## config.mk

```make
export PLATFORM = sky130hd
export DESIGN_NAME = vdp_cmd_ctrl
export DESIGN_NICKNAME = d
export VERILOG_FILES = /design/src/rtl/vdp_cmd_ctrl.sv
export SDC_FILE = /design/constraint.sdc
export NUM_CORES = 1
export LEC_CHECK = 0
export CORE_MARGIN = 8
export CORE_UTILIZATION = 50
export CTS_CLUSTER_SIZE = 25
export DETAILED_ROUTE_END_ITERATION = 7
export GPL_ROUTABILITY_DRIVEN = 0
export PLACE_DENSITY_LB_ADDON = 0.1
export SLEW_MARGIN = 40
export SYNTH_ARGS = -nofsm -noshare
export SYNTH_HDL_FRONTEND = slang
export SYNTH_SLANG_ARGS = --single-unit
```

## constraint.sdc

```tcl
create_clock -name clk -period 2.3 [get_ports clk]
set_clock_uncertainty 0.1 [all_clocks]
set_input_delay 0.345 -clock clk [delete_from_list [all_inputs] [get_ports clk]]
set_output_delay 0.345 -clock clk [all_outputs]
set_load 0.03 [all_outputs]
```

## src/rtl/vdp_cmd_ctrl.sv

```systemverilog
`timescale 1ns/1ps
`default_nettype none
// ============================================================================
// vdp_cmd_ctrl : VDP CPU command port decoder (control/data ports, VRAM/CRAM/reg)
// Revision     : 1.0
// ============================================================================
module vdp_cmd_ctrl (
  input  logic        clk,
  input  logic        reset_L,
  input  logic        wr_stb,
  input  logic        rd_stb,
  input  logic        port_sel,
  input  logic [7:0]  cpu_din,
  output logic [7:0]  cpu_dout,
  output logic [13:0] vram_addr,
  output logic        vram_re,
  output logic        vram_we,
  output logic [7:0]  vram_wdata,
  input  logic [7:0]  vram_rdata,
  input  logic        vram_ack,
  output logic        cram_we,
  output logic [4:0]  cram_addr,
  output logic [7:0]  cram_wdata,
  output logic        reg_we,
  output logic [3:0]  reg_addr,
  output logic [7:0]  reg_wdata,
  input  logic [7:0]  status_in,
  output logic        status_clr,
  output logic        busy,
  output logic        ovr_err
);

  typedef enum logic [1:0] {
    ST_IDLE = 2'd0,
    ST_VRD  = 2'd1,
    ST_VWR  = 2'd2
  } state_t;

  state_t      state_q, state_d;
  logic        flag_q, flag_d;
  logic [1:0]  code_q, code_d;
  logic [13:0] addr_q, addr_d;
  logic [7:0]  rbuf_q, rbuf_d;
  logic [7:0]  dout_q, dout_d;
  logic [13:0] vaddr_q, vaddr_d;
  logic [7:0]  vwdata_q, vwdata_d;
  logic        cram_we_q, cram_we_d;
  logic [4:0]  cram_addr_q, cram_addr_d;
  logic [7:0]  cram_wdata_q, cram_wdata_d;
  logic        reg_we_q, reg_we_d;
  logic [3:0]  reg_addr_q, reg_addr_d;
  logic [7:0]  reg_wdata_q, reg_wdata_d;
  logic        status_clr_q, status_clr_d;
  logic        ovr_q, ovr_d;
  logic        busy_w;
  logic [4:0]  status_unused;

  // Only the top three render status flags are visible to the CPU.
  assign status_unused = status_in[4:0];
  assign busy_w        = (state_q != ST_IDLE);

  always_comb begin
    state_d      = state_q;
    flag_d       = flag_q;
    code_d       = code_q;
    addr_d       = addr_q;
    rbuf_d       = rbuf_q;
    dout_d       = dout_q;
    vaddr_d      = vaddr_q;
    vwdata_d     = vwdata_q;
    cram_we_d    = 1'b0;
    cram_addr_d  = cram_addr_q;
    cram_wdata_d = cram_wdata_q;
    reg_we_d     = 1'b0;
    reg_addr_d   = reg_addr_q;
    reg_wdata_d  = reg_wdata_q;
    status_clr_d = 1'b0;
    ovr_d        = 1'b0;

    if (busy_w) begin
      // Strobes during an outstanding request, including its ack cycle, are dropped.
      ovr_d = wr_stb | rd_stb;
      if (vram_ack) begin
        addr_d  = addr_q + 14'd1;
        state_d = ST_IDLE;
        if (state_q == ST_VRD) begin
          rbuf_d = vram_rdata;
        end
      end
    end else if (wr_stb) begin
      ovr_d = rd_stb;
      if (port_sel) begin
        if (!flag_q) begin
          addr_d[7:0] = cpu_din;
          flag_d      = 1'b1;
        end else begin
          flag_d       = 1'b0;
          code_d       = cpu_din[7:6];
          addr_d[13:8] = cpu_din[5:0];
          case (cpu_din[7:6])
            2'b00: begin
              state_d = ST_VRD;
              vaddr_d = {cpu_din[5:0], addr_q[7:0]};
            end
            2'b10: begin
              if (cpu_din[3:0] <= 4'd10) begin
                reg_we_d    = 1'b1;
                reg_addr_d  = cpu_din[3:0];
                reg_wdata_d = addr_q[7:0];
              end
            end
            default: ;
          endcase
        end
      end else begin
        flag_d = 1'b0;
        rbuf_d = cpu_din;
        if (code_q == 2'b11) begin
          cram_we_d    = 1'b1;
          cram_addr_d  = addr_q[4:0];
          cram_wdata_d = cpu_din;
          addr_d       = addr_q + 14'd1;
        end else begin
          state_d  = ST_VWR;
          vaddr_d  = addr_q;
          vwdata_d = cpu_din;
        end
      end
    end else if (rd_stb) begin
      flag_d = 1'b0;
      if (port_sel) begin
        dout_d       = {status_in[7:5], 5'b0};
        status_clr_d = 1'b1;
      end else begin
        dout_d  = rbuf_q;
        state_d = ST_VRD;
        vaddr_d = addr_q;
      end
    end
  end

  always_ff @(posedge clk or negedge reset_L) begin
    if (!reset_L) begin
      state_q      <= ST_IDLE;
      flag_q       <= 1'b0;
      code_q       <= 2'b00;
      addr_q       <= 14'd0;
      rbuf_q       <= 8'd0;
      dout_q       <= 8'd0;
      vaddr_q      <= 14'd0;
      vwdata_q     <= 8'd0;
      cram_we_q    <= 1'b0;
      cram_addr_q  <= 5'd0;
      cram_wdata_q <= 8'd0;
      reg_we_q     <= 1'b0;
      reg_addr_q   <= 4'd0;
      reg_wdata_q  <= 8'd0;
      status_clr_q <= 1'b0;
      ovr_q        <= 1'b0;
    end else begin
      state_q      <= state_d;
      flag_q       <= flag_d;
      code_q       <= code_d;
      addr_q       <= addr_d;
      rbuf_q       <= rbuf_d;
      dout_q       <= dout_d;
      vaddr_q      <= vaddr_d;
      vwdata_q     <= vwdata_d;
      cram_we_q    <= cram_we_d;
      cram_addr_q  <= cram_addr_d;
      cram_wdata_q <= cram_wdata_d;
      reg_we_q     <= reg_we_d;
      reg_addr_q   <= reg_addr_d;
      reg_wdata_q  <= reg_wdata_d;
      status_clr_q <= status_clr_d;
      ovr_q        <= ovr_d;
    end
  end

  assign cpu_dout   = dout_q;
  assign vram_addr  = vaddr_q;
  assign vram_re    = (state_q == ST_VRD);
  assign vram_we    = (state_q == ST_VWR);
  assign vram_wdata = vwdata_q;
  assign cram_we    = cram_we_q;
  assign cram_addr  = cram_addr_q;
  assign cram_wdata = cram_wdata_q;
  assign reg_we     = reg_we_q;
  assign reg_addr   = reg_addr_q;
  assign reg_wdata  = reg_wdata_q;
  assign status_clr = status_clr_q;
  assign busy       = busy_w;
  assign ovr_err    = ovr_q;

endmodule
`default_nettype wire
```

==> out/qor.yml <==
globalRouteTotalUtil: 0.193
finalCritPeriodShare: 0.960
power_w: 0.00753
synthDominantCellAreaShare: 0.524
crit_arrival_ps: 1760
irDropWorstVdd_mv: 0.814
cp-end-kind: "output port"
p_int_w: 0.00452
cts_tree: "built"
dieArea_um2: 11400
combPwrFrac: 0.479
design_area_um2: 5560
fin_cells: 565
finalHoldViolations: 0
switching_share: 0.400
post_drt_wl_per_cell_um: 18.6
die_h_um: 107
highest_layer: "met4"
maxCapViolCount: 0
seqPwrFrac: 0.361
core_um2: 8090
criticalPathCategory: "reg2out"
synthesis.nets: 368
reg2reg_depth: 5
yosysUniqueCellTypes: 56
layout-drive-gt1-share: 0.235
post-route-min-period_ps: 2210
ys_warn_count: 0
clk_latency_ps: 350
start_kind: "flip-flop"
die_x_um: 107
finalSetupViolCount: 0
timing.rr.start: "addr_q[1]$_DFFE_PN0P_"
cts.htree.levels: 3
grt_max_degree: 43
drt_iter0_drc: 269
routed_via_density: 5.55
status: "finished clean"
clk_pin_slew_ps: 90
relSlewSlack: 0.706
hpwl_um: 7740
fmax_mhz: 453
power.leakage_nw: 2.46
num_io_pins: 92
p_sw_w: 0.00301
detail-route-antenna-nets: 0
power_density_nw_per_um2: 1350
synthTopCellsByArea: "dfrtp_1, mux2_2, mux2_1, mux2_4, mux2i_1"
rows: 33
async_reset_ff_frac: 1.00
antennaDiodeCount: 0
grt.overflow.total: 0
grt_pass1_vias: 3400
yosys.area.top_type: "dfrtp_1"
ys_ff_latch: 86
cts-root-buf: "clkbuf_8"
antenna_found_initial: 0
max_stage_delay_ps: 690
vias: 3138
p_clk_frac: 0.160
grt_first_pass_wirelength_um: 17500
synthTopCellsByCount: "dfrtp_1, mux2_2, nand2_1"
start_util: 0.507
min_path_type: "in2async"
cp_cell_sequence: "inv_1, nor2_1, clkdlybuf4s50_1"
ff2ff_setup_slack_ps: 220
clockBufferDepth: 2
tightest_slew_ps: 436
worstPathMaxFanout: 6
timing.rr.end: "addr_q[6]$_DFFE_PN0P_"
syn_inst: 337
synthesis.area_um2: 4100
synth_edf_count: 0
slew_viol_final: 0
portBuffers: 86
wl_met2_um: 5180
synthToLayoutAreaGrowth_pct: 35.5
drt_wl_total_um: 10500
rsz0062_at_grt: "no"
fin_setup_tns_ps: 0
cts.sinks: 86
placed_cells: 548
placed_area_um2: 5320
cts_buffers: 9
m1WireLength_um: 4450
synth_flop_cell: "dfrtp_1"
yosysSeqAreaShare: 0.524
nets: 486
first_pass_iters: 4
postSynthAreaPerCell_um2: 12.2
required_ps: 1860
yosysMostFrequentCell: "dfrtp_1"
route.detailed.drc: 0
slowest_stage: "clkdlybuf4s50_1"
route.met3.wl_um: 730
[metal layers]
metal	up-vias	GRT usage
li1	1470	-
met1	1555	0.240
met2	96	0.312
met3	17	0.0588
met4	0	0.0693
met5	-	0
[layout by cell type, fill, tap and decap left out, drive strengths merged, types with 2 or more instances in the layout]
| cell type | netlist | layout |
|---|---|---|
| and4 | 2 | 2 |
| o31ai | 5 | 5 |
| clkdlybuf4s50 | 0 | 84 |
| o2bb2a | 2 | 2 |
| o21ai | 17 | 17 |
| a21oi | 19 | 19 |
| a21boi | 2 | 2 |
| clkbuf | 4 | 10 |
| mux2 | 55 | 55 |
| bufinv | 0 | 2 |
| nand4 | 4 | 4 |
| nand3 | 7 | 7 |
| and2 | 2 | 2 |
| o22ai | 5 | 5 |
| buf | 14 | 39 |
| nand2 | 25 | 25 |
| nor3b | 3 | 3 |
| or3b | 3 | 3 |
| nand3b | 2 | 2 |
| a22oi | 2 | 2 |
| inv | 7 | 8 |
| clkinvlp | 0 | 2 |
| o2bb2ai | 2 | 2 |
| o22a | 5 | 5 |
| a22o | 4 | 4 |
| a31oi | 5 | 5 |
| nor4 | 3 | 3 |
| a2bb2oi | 2 | 2 |
| dfrtp | 86 | 86 |
| mux2i | 12 | 12 |
| nor2b | 2 | 2 |
| nor2 | 23 | 23 |
[flip-flops by register name, summed over array words and instances, names as in the netlist]
name,count
addr_q,14
code_q,2
cpu_dout,8
cram_addr,5
cram_wdata,8
cram_we,1
flag_q,1
ovr_err,1
rbuf_q,8
reg_addr,4
reg_wdata,8
reg_we,1
state_q,2
status_clr,1
vram_addr,14
vram_wdata,8
[final cells by class]
type                            count  area [µm²]
Fill cell                         636        2530
Clock inverter                      6        92.6
Tap cell                          105         131
Clock buffer                       10         138
Multi-Input combinational cell    226        1790
Inverter                            7        26.3
Timing Repair Buffer              125        1230
Sequential cell                    86        2150
[power groups by stage]
stage / sequential, W / combinational [W] / clock, W
floorplan: 0.00348 / 0.00137 / 0
global placement: 0.00270 / 0.00358 / 0
detailed placement: 0.00274 / 0.00364 / 0
CTS: 0.00272 / 0.00365 / 0.00123
global route: 0.00282 / 0.00385 / 0.00130
finish: 0.00272 / 0.00361 / 0.00121
[worst max-delay path: cells and delay by family (launching register included)]
kind,cells,cell delay [ps]
simple gates,1,120
flops,1,490
buf+inv,2,790
[worst max-delay path by stage]
stage                           startpoint                        to  slack (ps)
floorplan           state_q[0]$_DFFE_PN0P_  cram_addr[0]$_DFFE_PN0P_         470
global placement                  port_sel    addr_q[11]$_DFFE_PN0P_         -40
detailed placement                port_sel    addr_q[11]$_DFFE_PN0P_         -90
CTS                 state_q[0]$_DFFE_PN0P_                   vram_re         100
global route        state_q[0]$_DFFE_PN0P_                   vram_re          50
finish              state_q[0]$_DFFE_PN0P_                   vram_re          90
[cells by family (layout without fill, tap and decap cells)]
group | count (synthesis) | count (layout) | share of synthesized area
DFF | 86 | 86 | 0.524
and+or+nand+nor | 82 | 82 | 0.116
AOI/OAI and AO/OA | 75 | 75 | 0.126
muxes | 67 | 67 | 0.189
buffers and inverters | 25 | 148 | 0.0384
adders and majority gates | 2 | 2 | 0.00549
[through the flow]
stage	hold WS, ps	util	setup slack [ps]
3_5_place_dp	180	0.658	-91.3
2_1_floorplan	-50.6	-	473
6_report	324	0.687	92.8
4_1_cts	340	0.687	98.1
5_1_grt	365	0.687	52.9
3_3_place_gp	176	0.658	-39.1
[what timing repair did]
action                     CTS  global route
buffers inserted             0             0
setup endpoints to repair    1             0
hold endpoints to repair    24             0
hold buffers                 1             0
resized for setup            1             0
Note: power is estimated with default switching activity, not from simulation.
